## config.mk

```make
export PLATFORM = sky130hd
export DESIGN_NAME = delay_analog_flat
export DESIGN_NICKNAME = d
export VERILOG_FILES = /design/src/rtl/delay_analog_pkg.sv /design/src/rtl/delay_analog_if.sv /design/src/rtl/delay_analog_align_real.sv /design/src/rtl/delay_analog.sv /design/src/flat_wrapper.sv
export SDC_FILE = /design/constraint.sdc
export NUM_CORES = 1
export LEC_CHECK = 0
export ABC_AREA = 0
export CORE_MARGIN = 1
export CORE_UTILIZATION = 25
export DETAILED_ROUTE_END_ITERATION = 16
export GPL_TIMING_DRIVEN = 0
export PLACE_DENSITY = 0.39
export SYNTH_ARGS = -nofsm -noshare
export SYNTH_HDL_FRONTEND = slang
export SYNTH_SLANG_ARGS = --single-unit
```

## constraint.sdc

```tcl
create_clock -name clk -period 3 [get_ports clk]
set_clock_uncertainty 0.15 [all_clocks]
set_input_delay 0.6 -clock clk [delete_from_list [all_inputs] [get_ports clk]]
set_output_delay 0.6 -clock clk [all_outputs]
set_load 0.02 [all_outputs]
```

## src/rtl/delay_analog_pkg.sv

```systemverilog
// Shared helpers for the delay_analog real-valued delay line.
// DELAY_ANALOG_SAT_EN selects saturation instead of wrap on format overflow.
package delay_analog_pkg;

  function automatic int clog2(input int n);
    int r;
    int v;
    r = 0;
    v = n - 1;
    while (v > 0) begin
      r++;
      v = v >> 1;
    end
    return r;
  endfunction

  function automatic int ptr_w(input int n);
    return (clog2(n) < 1) ? 1 : clog2(n);
  endfunction

  function automatic longint smax(input int w);
    return (64'sd1 <<< (w - 1)) - 64'sd1;
  endfunction

  function automatic longint smin(input int w);
    return -(64'sd1 <<< (w - 1));
  endfunction

  function automatic longint fit(input longint v, input int w);
`ifdef DELAY_ANALOG_SAT_EN
    if (v > smax(w)) return smax(w);
    if (v < smin(w)) return smin(w);
    return v;
`else
    logic [63:0] hi;
    hi = {64{1'b1}} << w;
    return v[w-1] ? (v | longint'(hi)) : (v & ~longint'(hi));
`endif
  endfunction

  function automatic longint align(
    input longint v,
    input int     d,
    input int     w
  );
    longint s;
    s = (d >= 0) ? (v <<< d) : (v >>> (-d));
    return fit(s, w);
  endfunction

  // Round half away from zero onto the output LSB grid.
  function automatic longint real_code(input real x, input int e);
    real s;
    real y;
    s = 1.0;
    if (e < 0) repeat (-e) s = s * 2.0;
    else repeat (e) s = s / 2.0;
    y = x * s;
    if (y >= 0.0) return longint'($rtoi(y + 0.5));
    return -longint'($rtoi(-y + 0.5));
  endfunction

endpackage

```

## src/rtl/delay_analog_if.sv

```systemverilog
// Sample/tap/output bundle between a producer and delay_analog.
// DELAY_ANALOG_SAT_EN does not change this interface.
interface delay_analog_if
  import delay_analog_pkg::*;
#(
  parameter int width_in  = 16,
  parameter int width_out = 16,
  parameter int depth     = 8
);
  localparam int TW = clog2(depth + 1);

  logic                        cke;
  logic signed [width_in-1:0]  in;
  logic [TW-1:0]               tap;
  logic signed [width_out-1:0] out;
  logic                        out_valid;

  modport master (
    output cke, in, tap,
    input  out, out_valid
  );

  modport slave (
    input  cke, in, tap,
    output out, out_valid
  );
endinterface

```

## src/rtl/delay_analog_align_real.sv

```systemverilog
// Combinational fixed-point format conversion: shift, then fit.
// DELAY_ANALOG_SAT_EN clamps on overflow; otherwise low bits are kept.
module align_real
  import delay_analog_pkg::*;
#(
  parameter int WI = 16,
  parameter int EI = -8,
  parameter int WO = 16,
  parameter int EO = -8
) (
  input  logic signed [WI-1:0] in_i,
  output logic signed [WO-1:0] out_o
);
  localparam int D  = EI - EO;
  localparam int LS = (D > 0) ? D : 0;
  localparam int RS = (D < 0) ? -D : 0;
  localparam int W  = ((WI + LS > WO) ? WI + LS : WO) + 1;

  logic signed [W-1:0] ext;
  logic signed [W-1:0] shf;

  always_comb begin
    ext = W'(in_i);
    shf = (ext <<< LS) >>> RS;
  end

`ifdef DELAY_ANALOG_SAT_EN
  localparam logic signed [W-1:0] MAXV = W'(smax(WO));
  localparam logic signed [W-1:0] MINV = W'(smin(WO));

  always_comb begin
    out_o = WO'(shf);
    if (shf > MAXV) out_o = WO'(MAXV);
    else if (shf < MINV) out_o = WO'(MINV);
  end
`else
  logic unused_hi;

  assign unused_hi = ^shf[W-1:WO];
  assign out_o     = WO'(shf);
`endif
endmodule

```

## src/rtl/delay_analog.sv

```systemverilog
// Fixed-point delay line with runtime tap ahead of an analog memory.
// DELAY_ANALOG_SAT_EN selects saturating format conversion.
module delay_analog
  import delay_analog_pkg::*;
#(
  parameter int  width_in     = 16,
  parameter int  exponent_in  = -8,
  parameter int  width_out    = 16,
  parameter int  exponent_out = -8,
  parameter int  depth        = 8,
  parameter real init         = 0.0
) (
  input logic          clk,
  input logic          rst,
  delay_analog_if.slave bus
);
  localparam int PW = ptr_w(depth);
  localparam int TW = clog2(depth + 1);
  localparam int AW = TW + 1;

  localparam logic signed [width_out-1:0] INIT_CODE =
    width_out'(fit(real_code(init, exponent_out), width_out));

  logic signed [width_out-1:0] ain;
  logic signed [width_out-1:0] mem_q [depth];

  logic [PW-1:0]               wp_q,  wp_d;
  logic [TW-1:0]               cnt_q, cnt_d;
  logic signed [width_out-1:0] out_q, out_d;
  logic                        vld_q, vld_d;
  logic [TW-1:0]               t;
  logic [AW-1:0]               rd_sum;
  logic [PW-1:0]               rd_idx;

  align_real #(
    .WI (width_in),
    .EI (exponent_in),
    .WO (width_out),
    .EO (exponent_out)
  ) u_align (
    .in_i  (bus.in),
    .out_o (ain)
  );

  // Read slot is (wp - t) mod depth without a true modulo.
  always_comb begin
    t      = (bus.tap > TW'(depth)) ? TW'(depth) : bus.tap;
    rd_sum = AW'(wp_q) + AW'(depth) - AW'(t);
    if (rd_sum >= AW'(depth)) rd_sum = rd_sum - AW'(depth);
    rd_idx = PW'(rd_sum);
  end

  always_comb begin
    wp_d  = wp_q;
    cnt_d = cnt_q;
    out_d = out_q;
    vld_d = vld_q;
    if (bus.cke) begin
      wp_d  = (wp_q == PW'(depth - 1)) ? '0 : wp_q + 1'b1;
      cnt_d = (cnt_q == TW'(depth)) ? cnt_q : cnt_q + 1'b1;
      if (t == '0) begin
        out_d = ain;
        vld_d = 1'b1;
      end else if (t <= cnt_q) begin
        out_d = mem_q[rd_idx];
        vld_d = 1'b1;
      end else begin
        out_d = INIT_CODE;
        vld_d = 1'b0;
      end
    end
  end

  // Contents are left unreset; cnt_q keeps stale slots from being read.
  always_ff @(posedge clk) begin
    if (bus.cke) mem_q[wp_q] <= ain;
  end

  always_ff @(posedge clk or posedge rst) begin
    if (rst) begin
      wp_q  <= '0;
      cnt_q <= '0;
      out_q <= INIT_CODE;
      vld_q <= 1'b0;
    end else begin
      wp_q  <= wp_d;
      cnt_q <= cnt_d;
      out_q <= out_d;
      vld_q <= vld_d;
    end
  end

  assign bus.out       = out_q;
  assign bus.out_valid = vld_q;
endmodule

```

## src/flat_wrapper.sv

```systemverilog
// flat-port wrapper written by rule: the top's interface ports become plain ports
module delay_analog_flat import delay_analog_pkg::*;
#(
  parameter int  width_in     = 16,
  parameter int  exponent_in  = -8,
  parameter int  width_out    = 16,
  parameter int  exponent_out = -8,
  parameter int  depth        = 8,
  parameter real init         = 0.0
)
  (clk, rst, bus_cke, bus_in, bus_tap, bus_out, bus_out_valid);
  delay_analog_if #(.width_in(width_in), .width_out(width_out), .depth(depth)) bus_i ();
  input logic clk;
  input logic rst;
  input wire logic [$bits(bus_i.cke)-1:0] bus_cke;
  input wire logic [$bits(bus_i.in)-1:0] bus_in;
  input wire logic [$bits(bus_i.tap)-1:0] bus_tap;
  output wire logic [$bits(bus_i.out)-1:0] bus_out;
  output wire logic [$bits(bus_i.out_valid)-1:0] bus_out_valid;
  assign bus_i.cke = bus_cke;
  assign bus_i.in = bus_in;
  assign bus_i.tap = bus_tap;
  assign bus_out = bus_i.out;
  assign bus_out_valid = bus_i.out_valid;
  delay_analog #(.width_in(width_in), .exponent_in(exponent_in), .width_out(width_out), .exponent_out(exponent_out), .depth(depth), .init(init)) u_core (.clk(clk), .rst(rst), .bus(bus_i));
endmodule
```

==> metrics.md, run 1 <==
| Metric | Value |
|---|---|
| Crit-path most repeated cell | nand3_1 |
| CP top delay family | buffers and inverters |
| CP Cell Sequence | clkdlybuf4s50_1 -> nor2b_1 -> ha_1 -> o211a_1 -> o21ai_1 -> buf_2 -> nand3_1 -> nand3_1 |
| Status | finished clean |
| Hold Vio Cnt, Final | 0 |
| Slowest CP cell | clkdlybuf4s50_1 |
| Hold Path Cell Cnt | 2 |
| Pleak | between 2 and 3 nW |
| R2R Setup Slk | around 0.40 ns |
| FF+latch count, synth | about 150 |
| Die Width | 160.3 µm |
| GRT Util Overall | 13.15% |
| Max-slew violations | 0 |
| Vias | between 3,000 and 4,000 |
| Syn Nets | a little under 400 |
| Top-Level Pins | 40 |
| # DRC | 0 |
| Synth Area in Adders | 1.918% |
| Placed Cells | 738 |
| Most common cell after layout, fill and taps aside | edfxtp_1 |
| Mapped Cells | approximately 370 |
| WL per Instance | 20.45 µm |
| Detailed Routing Iterations Pass 1 | 6 |
| Layout Cells excl Fill | about 770 |
| Max Fclk | approximately 0.36 GHz |
| Worst-path clk slew | 0.07 ns |
| Crit path depth | 8 |
| Max-slew headroom | a little under a quarter |
| CP Data Arrival Time | 3.00 ns |
| Pwr/cell area | slightly above 900 nW/µm² |
| Mapped cell area | ~6300 µm² |
| FF-to-FF path depth | 5 |
| Critical Path Start Type | input pin |
| Most frequent cells in the layout | edfxtp_1 (128), nand3_1 (47), nand2_1 (39) |
| RSZ-0062 raised after global routing | no |
| Via density | between 4 and 5 |
| # Max-Cap Violations | 0 |
| Mean Syn Cell Area | around 17 µm² |
| Finished Cell Area | roughly 7900 µm² |
| First-pass GRT wire length | approximately 24 mm |
| Area growth syn-to-layout | 26.31% |
| Largest family of logic cells by synthesized area | multiplexers |
| Vert. Die Dim | about 160 µm |
| YS warnings | 0 |
| Detailed Route Iter0 Violations | 200 |
| CTS buffer count | 17 |
| Initial antenna violation count | 0 |
| Crit path buffers/inverters | 2 |
| HPWL Detailed | 10.43 mm |
| Starting Density | 25.60% |
| # rows | 57 |
| Final worst path period share | roughly 93% |
| Sequential area share after synthesis | around 71% |
| Critical path's largest stage delay | about 0.51 ns |
| Max H-tree Level | 4 |
| Port Buffers | 38 |
| Vias in the first global route | roughly 3,700 |
| Hold Path Class | flop to flop |
| Clock Power Share | 28.7% |
| Mux cell area share after synthesis | a little over an eighth |
| Post-Synth Simple-Gate Area | 8.631% |
| Crit end category | flop |
| Seq pwr share | between 30% and 40% |
| Final hold slack | roughly 0.36 ns |
| Critical Path Fanout Max | 10 |
| Clk sinks | ~150 |
| CTS root buf | clkbuf_16 |
| GP Congestion | 0.7214 |
| Die area | 25,690 µm² |
| Ant diodes | 0 |
| Peak VDD IR | around 0.29 mV |
| P_int | 4.879 mW |
| Switch share | between 30% and 40% |
| Grt total ovfl | 0 |
| Crit path kind | input pin to flop |
| Core ar. | between 20,000 and 25,000 µm² |
| Maximum clock path buffer count | 2 |
| Layout cells sized above 1 | a little under a fifth |
| Final ANT Viol Nets | 0 |
| CTS tree | done |
| Synth Area in XOR/XNOR | about 1.1% |
| Layout Nets | between 400 and 500 |
| Worst EP required | about 3.2 ns |
| Net switching power | ~2.4 mW |
| Comb power frac | between 30% and 40% |
| Largest net degree at the start of global routing | 25 |
| Yosys cell types | 35 |
| Worst slew pin tran | around 1.2 ns |
| Final setup vio count | 0 |
| Worst-Skew Late Latency | around 0.42 ns |
| DRT Wirelength | ~16 mm |
| Final min period | 2.789 ns |
| Power Total | between 7 and 8 mW |
| DP Area | between 7000 and 8000 µm² |
| Compound-Gate Fraction of Synth Area | 2.178% |
[state kept, by name (all words and copies together), names as in the netlist]
name	cells
u_core.cnt_q	4
u_core.bus.out_valid	1
u_core.bus.out	16
u_core.wp_q	3
u_core.mem_q	128
[timing repair]
item | in CTS | in global routing
resized for setup | 12 | 7
gates cloned | 0 | 0
endpoints found under the setup margin | 16 | 16
pin swaps | 1 | 1
buffers inserted | 2 | 1
hold buffers | 0 | 0
[final timing paths]
path / startpoint / to
worst max-delay path: bus_tap[2] / u_core.bus.out[1]$_DFFE_PP0P_
worst min-delay path: u_core.bus.out[11]$_DFFE_PP0P_ / u_core.bus.out[11]$_DFFE_PP0P_
worst max register to register: u_core.wp_q[0]$_DFFE_PP0P_ / u_core.bus.out[14]$_DFFE_PP0P_
worst min register to register: u_core.bus.out[11]$_DFFE_PP0P_ / u_core.bus.out[11]$_DFFE_PP0P_
max in group asynchronous: rst / u_core.bus.out[0]$_DFFE_PP0P_
min in group asynchronous: rst / u_core.bus.out_valid$_DFFE_PP0P_
[cells by family (layout without fill, tap and decap cells)]
| logic type | count (synthesis) | in the layout |
|---|---|---|
| adder cells (fa/ha/maj) | 9 | 9 |
| buffers and inverters | 25 | 108 |
| AND/OR/NAND/NOR | 113 | 113 |
| flip-flops | 152 | 152 |
| AO/OA/AOI/OAI | 25 | 25 |
| XOR/XNOR | 6 | 6 |
| multiplexers | 35 | 35 |
[worst min-delay path, stage by stage, from the launching register on]
cell and delay (ns):
dfrtp_1 0.34, o21ai_0 0.07, nand3_1 0.06
[Yosys cell counts]
| master | number | area share [%] |
|---|---|---|
| or2_2 | 1 | 0.10 |
| nor2b_1 | 3 | 0.30 |
| o21ai_0 | 19 | 1.5 |
| or4_1 | 1 | 0.12 |
| o211a_1 | 1 | 0.16 |
| nand4b_1 | 1 | 0.14 |
| nor3_1 | 3 | 0.24 |
| buf_6 | 3 | 0.54 |
| nor3b_1 | 1 | 0.12 |
| xnor2_4 | 1 | 0.44 |
| and4_1 | 1 | 0.14 |
| nor4_1 | 1 | 0.10 |
| ha_1 | 8 | 1.6 |
| nand3_1 | 47 | 3.8 |
| nand4_1 | 1 | 0.10 |
| nand2b_4 | 1 | 0.22 |
| o31ai_1 | 1 | 0.12 |
| xor2_1 | 1 | 0.14 |
| nand2b_1 | 3 | 0.30 |
| nor2_1 | 9 | 0.54 |
| mux4_2 | 9 | 3.2 |
| fa_1 | 1 | 0.32 |
| o22ai_1 | 1 | 0.10 |
| o21ai_1 | 1 | 0.080 |
| clkbuf_1 | 9 | 0.54 |
| or2b_1 | 1 | 0.12 |
| inv_1 | 7 | 0.42 |
| xnor2_1 | 4 | 0.56 |
| edfxtp_1 | 128 | 61 |
| dfrtp_1 | 24 | 9.6 |
| mux4_1 | 22 | 9.2 |
| buf_2 | 6 | 0.48 |
| nand2_1 | 39 | 2.3 |
| a31oi_1 | 2 | 0.20 |
| mux2_2 | 4 | 0.72 |
[area by class of cell]
type	instances	area [µm²]
Inverter	7	26.28
Timing Repair Buffer	52	575.6
Tap cell	324	405.4
Sequential cell	152	4444
Buffer	17	127.6
Multi-Input combinational cell	188	1762
Fill cell	2386	16550
Clock buffer	18	429.2
Clock inverter	14	140.1
[power by group through the flow]
stage / Combinational (mW) / Clock [mW] / Sequential (mW)
2_1_floorplan: 1.15 / 0 / 2.98
3_3_place_gp: 2.09 / 0 / 2.91
3_5_place_dp: 2.21 / 0 / 2.91
4_1_cts: 2.32 / 2.12 / 2.88
5_1_grt: 2.50 / 2.20 / 2.92
6_report: 2.29 / 2.08 / 2.88
[per-stage QoR]
stage          util, %  worst slack [ns]  TNS, ns
2_1_floorplan        -           0.01034        0
3_3_place_gp     28.81            -1.964  -131.92
3_5_place_dp     29.63            -1.139   -18.72
4_1_cts          32.19           0.01465        0
5_1_grt          32.34           0.09541        0
6_report         32.34            0.2110        0
[layer usage]
| metal | track usage (%) | vias to the layer above | routed length (µm) |
|---|---|---|---|
| li1 | - | 1583 | - |
| met1 | 18.18 | 1797 | 7614 |
| met2 | 20.32 | 74 | 7324 |
| met3 | 3.091 | 17 | 648 |
| met4 | 4.242 | 0 | 199 |
| met5 | 0 | - | 0 |
No activity file was read; power rests on OpenSTA's default activity.
==> inputs of run 2 (changes only) <==
Settings changed: ABC_AREA 0 to unset, CORE_UTILIZATION 25 to 50, PLACE_DENSITY 0.39 to 0.68.
==> run 2 against run 1 <==
Critical path depth grew 1. Combinational power shrank 6%. Largest power group unchanged. First-iteration DRC count grew 96%. Via count grew 1.4%. Largest cell class unchanged.
==> metrics.md, run 2 (synthesized netlist as in run 1, its figures left out) <==
| Metric | Value |
|---|---|
| Status | finished clean |
| # rows | 40 (-30%) |
| Layout fillers | 880 (-63%) |
| Final ANT Viol Nets | 0 (unchanged) |
| Critical path's largest stage delay | 0.49 ns (-0.02 ns) |
| # Max-Cap Violations | 0 (unchanged) |
| Via density | 5.730 (+27%) |
| Vias in the first global route | 3,603 (-2.3%) |
| Layout Nets | 465 (-0.43%) |
| Detailed Routing Iterations Pass 1 | 5 (-1) |
| Maximum clock path buffer count | 2 (unchanged) |
| Worst-Skew Late Latency | 0.43 ns (about the same) |
| RSZ-0062 raised after global routing | no |
| Area of the multi-input gates | 1773 µm² (+0.64%) |
| Starting Density | 51.70% (+26 points) |
| Final setup vio count | 0 (unchanged) |
| Max-slew headroom | 27.43% (+4.9 points) |
| Worst EP required | 3.21 ns (about the same) |
| First-pass GRT wire length | 20.64 mm (-14%) |
| Most common cell after layout, fill and taps aside | edfxtp_1 |
| Worst slew pin tran | 1.087 ns (-0.07378 ns) |
| Final min period | 2.907 ns (+0.1176 ns) |
| Die area | 12,980 µm² (-49%) |
| Port Buffers | 38 (unchanged) |
| Peak VDD IR | 0.4646 mV (+58%) |
| Core ar. | 12,110 µm² (-50%) |
| CTS root buf | clkbuf_16 |
| CTS buffer count | 17 (unchanged) |
| Detailed Route Iter0 Violations | 391 (+96%) |
| Vias | 3,518 (+1.4%) |
| Max reg flops | 128 (unchanged) |
| Max Fclk | 0.3440 GHz (-4.0%) |
| Pleak | 2.722 nW (-1.2%) |
| Final hold slack | 0.3577 ns (-0.0006600 ns) |
| Critical Path Start Type | input pin |
| Dpl ws | -0.9196 ns (+0.2193 ns) |
| Largest net degree at the start of global routing | 25 (unchanged) |
| Final worst slack | 0.09341 ns (-0.1176 ns) |
| Crit end category | flop |
| Grt total ovfl | 0 (unchanged) |
| Die Width | 113.9 µm (-29%) |
| Pwr/cell area | 927.9 nW/µm² (+1.3%) |
| Layout Cells excl Fill | 614 (-20%) |
| Area growth syn-to-layout | 22.70% |
| Max H-tree Level | 4 (unchanged) |
| Crit path kind | input pin to flop |
| CP Data Arrival Time | 3.11 ns (+0.11 ns) |
| Slowest CP cell | clkdlybuf4s50_1 |
| Vert. Die Dim | 113.9 µm (-29%) |
| Critical Path Fanout Max | 10 (unchanged) |
| GRT Util Overall | 22.83% (+9.7 points) |
| Final core occ | 63.44% (+31 points) |
| Hold Path Class | flop to flop |
| Worst-path clk slew | 0.06 ns (about the same) |
| WL per Instance | 21.77 µm (+6.4%) |
| # DRC | 0 (unchanged) |
| Most flop-heavy register | u_core.mem_q |
| FF/Latch Area | 4444 µm² (unchanged) |
| Placed Cells | 581 (-21%) |
| Layout cells sized above 1 | 19.06% (+0.085 points) |
| Top-Level Pins | 40 (unchanged) |
| Initial antenna violation count | 0 (unchanged) |
| Hold Vio Cnt, Final | 0 (unchanged) |
| CTS tree | done |
| Final worst path period share | 96.89% (+3.9 points) |
| GP Congestion | 0.7708 (+6.8%) |
| Most frequent cells in the layout | edfxtp_1 (128), nand3_1 (47), nand2_1 (39) |
| CP Cell Sequence | clkdlybuf4s50_1 -> nand2b_4 -> or2_2 -> fa_2 -> xnor2_4 -> xnor2_4 -> buf_2 -> nand3_1 -> nand3_1 |
| Clk sinks | 152 (unchanged) |
| Max-slew violations | 0 (unchanged) |
| HPWL Detailed | 8.616 mm (-17%) |
| Ant diodes | 0 (unchanged) |
| DRT Wirelength | 13.37 mm (-15%) |
==> run 2: cell count changes in the layout (fill, tap and decap cells not counted), moves of 2 or more <==
cell,before,now
dlymetal6s2s_1,2,0
clkdlybuf4s50_1,36,38
inv_6,5,1
clkinv_8,0,2
clkinv_4,2,6
buf_16,2,0
==> run 2: area by class of cell <==
type                            count  share of cell area, %
Buffer                             17                  1.368
Clock buffer                       17                  5.537
Clock inverter                     15                  2.198
Inverter                            7                 0.3420
Multi-Input combinational cell    188                  23.07
Sequential cell                   152                  57.84
Tap cell                          168                  2.736
Timing Repair Buffer               50                  6.904
==> run 2: timing repair <==
item / 4_1_cts / 5_1_grt
setup buffers: 2 / 0
hold buffers: 0 / 0
setup endpoints to repair: 16 / 16
gates resized for setup: 11 / 4
endpoints found under the hold margin: 0 / 0
==> run 2: through the flow <==
step | total power [mW] | instance area [µm²] | TNS, ns
finish | 7.130 | 7684 | 0
detailed placement | 4.977 | 7019 | -14.91
global route | 7.436 | 7684 | 0
global placement | 4.834 | 6853 | -79.55
CTS | 7.159 | 7672 | 0
floorplan | 4.128 | 6262 | 0
==> run 2: worst max-delay path: cells and delay by family <==
family | cells | cell delay, ns
xor gates and xnor gates | 2 | 0.49
adders and majority gates | 1 | 0.41
buffers and inverters | 2 | 0.83
and+or+nand+nor | 4 | 0.77
==> run 2: final timing paths <==
| path | from | end | slack, ns | depth (start not counted) |
|---|---|---|---|---|
| max | bus_tap[3] | u_core.bus.out[15]$_DFFE_PP0P_ | 0.09 | 9 |
| min | u_core.bus.out[11]$_DFFE_PP0P_ | u_core.bus.out[11]$_DFFE_PP0P_ | 0.36 | 2 |
| max reg2reg | u_core.wp_q[0]$_DFFE_PP0P_ | u_core.bus.out[15]$_DFFE_PP0P_ | 0.42 | 7 |
| min reg2reg | u_core.bus.out[11]$_DFFE_PP0P_ | u_core.bus.out[11]$_DFFE_PP0P_ | 0.36 | 2 |
| max in group asynchronous | rst | u_core.bus.out[13]$_DFFE_PP0P_ | 1.44 | 2 |
| min in group asynchronous | rst | u_core.cnt_q[0]$_DFFE_PP0P_ | 0.60 | 2 |
==> run 2: power breakdown <==
group	switching, mW	internal [mW]	leakage [nW]
Sequential	0.199	2.67	1.45
Combinational	1.17	0.998	0.995
Clock	0.924	1.17	0.279
==> run 2: routing by layer <==
metal / wire (µm) / GRT usage, % / up-vias
met1: 5678 / 30.62 / 1791
met5: 0 / 0 / -
li1: - / - / 1584
met3: 886 / 6.748 / 16
met2: 6577 / 36.06 / 127
met4: 221 / 7.879 / 0
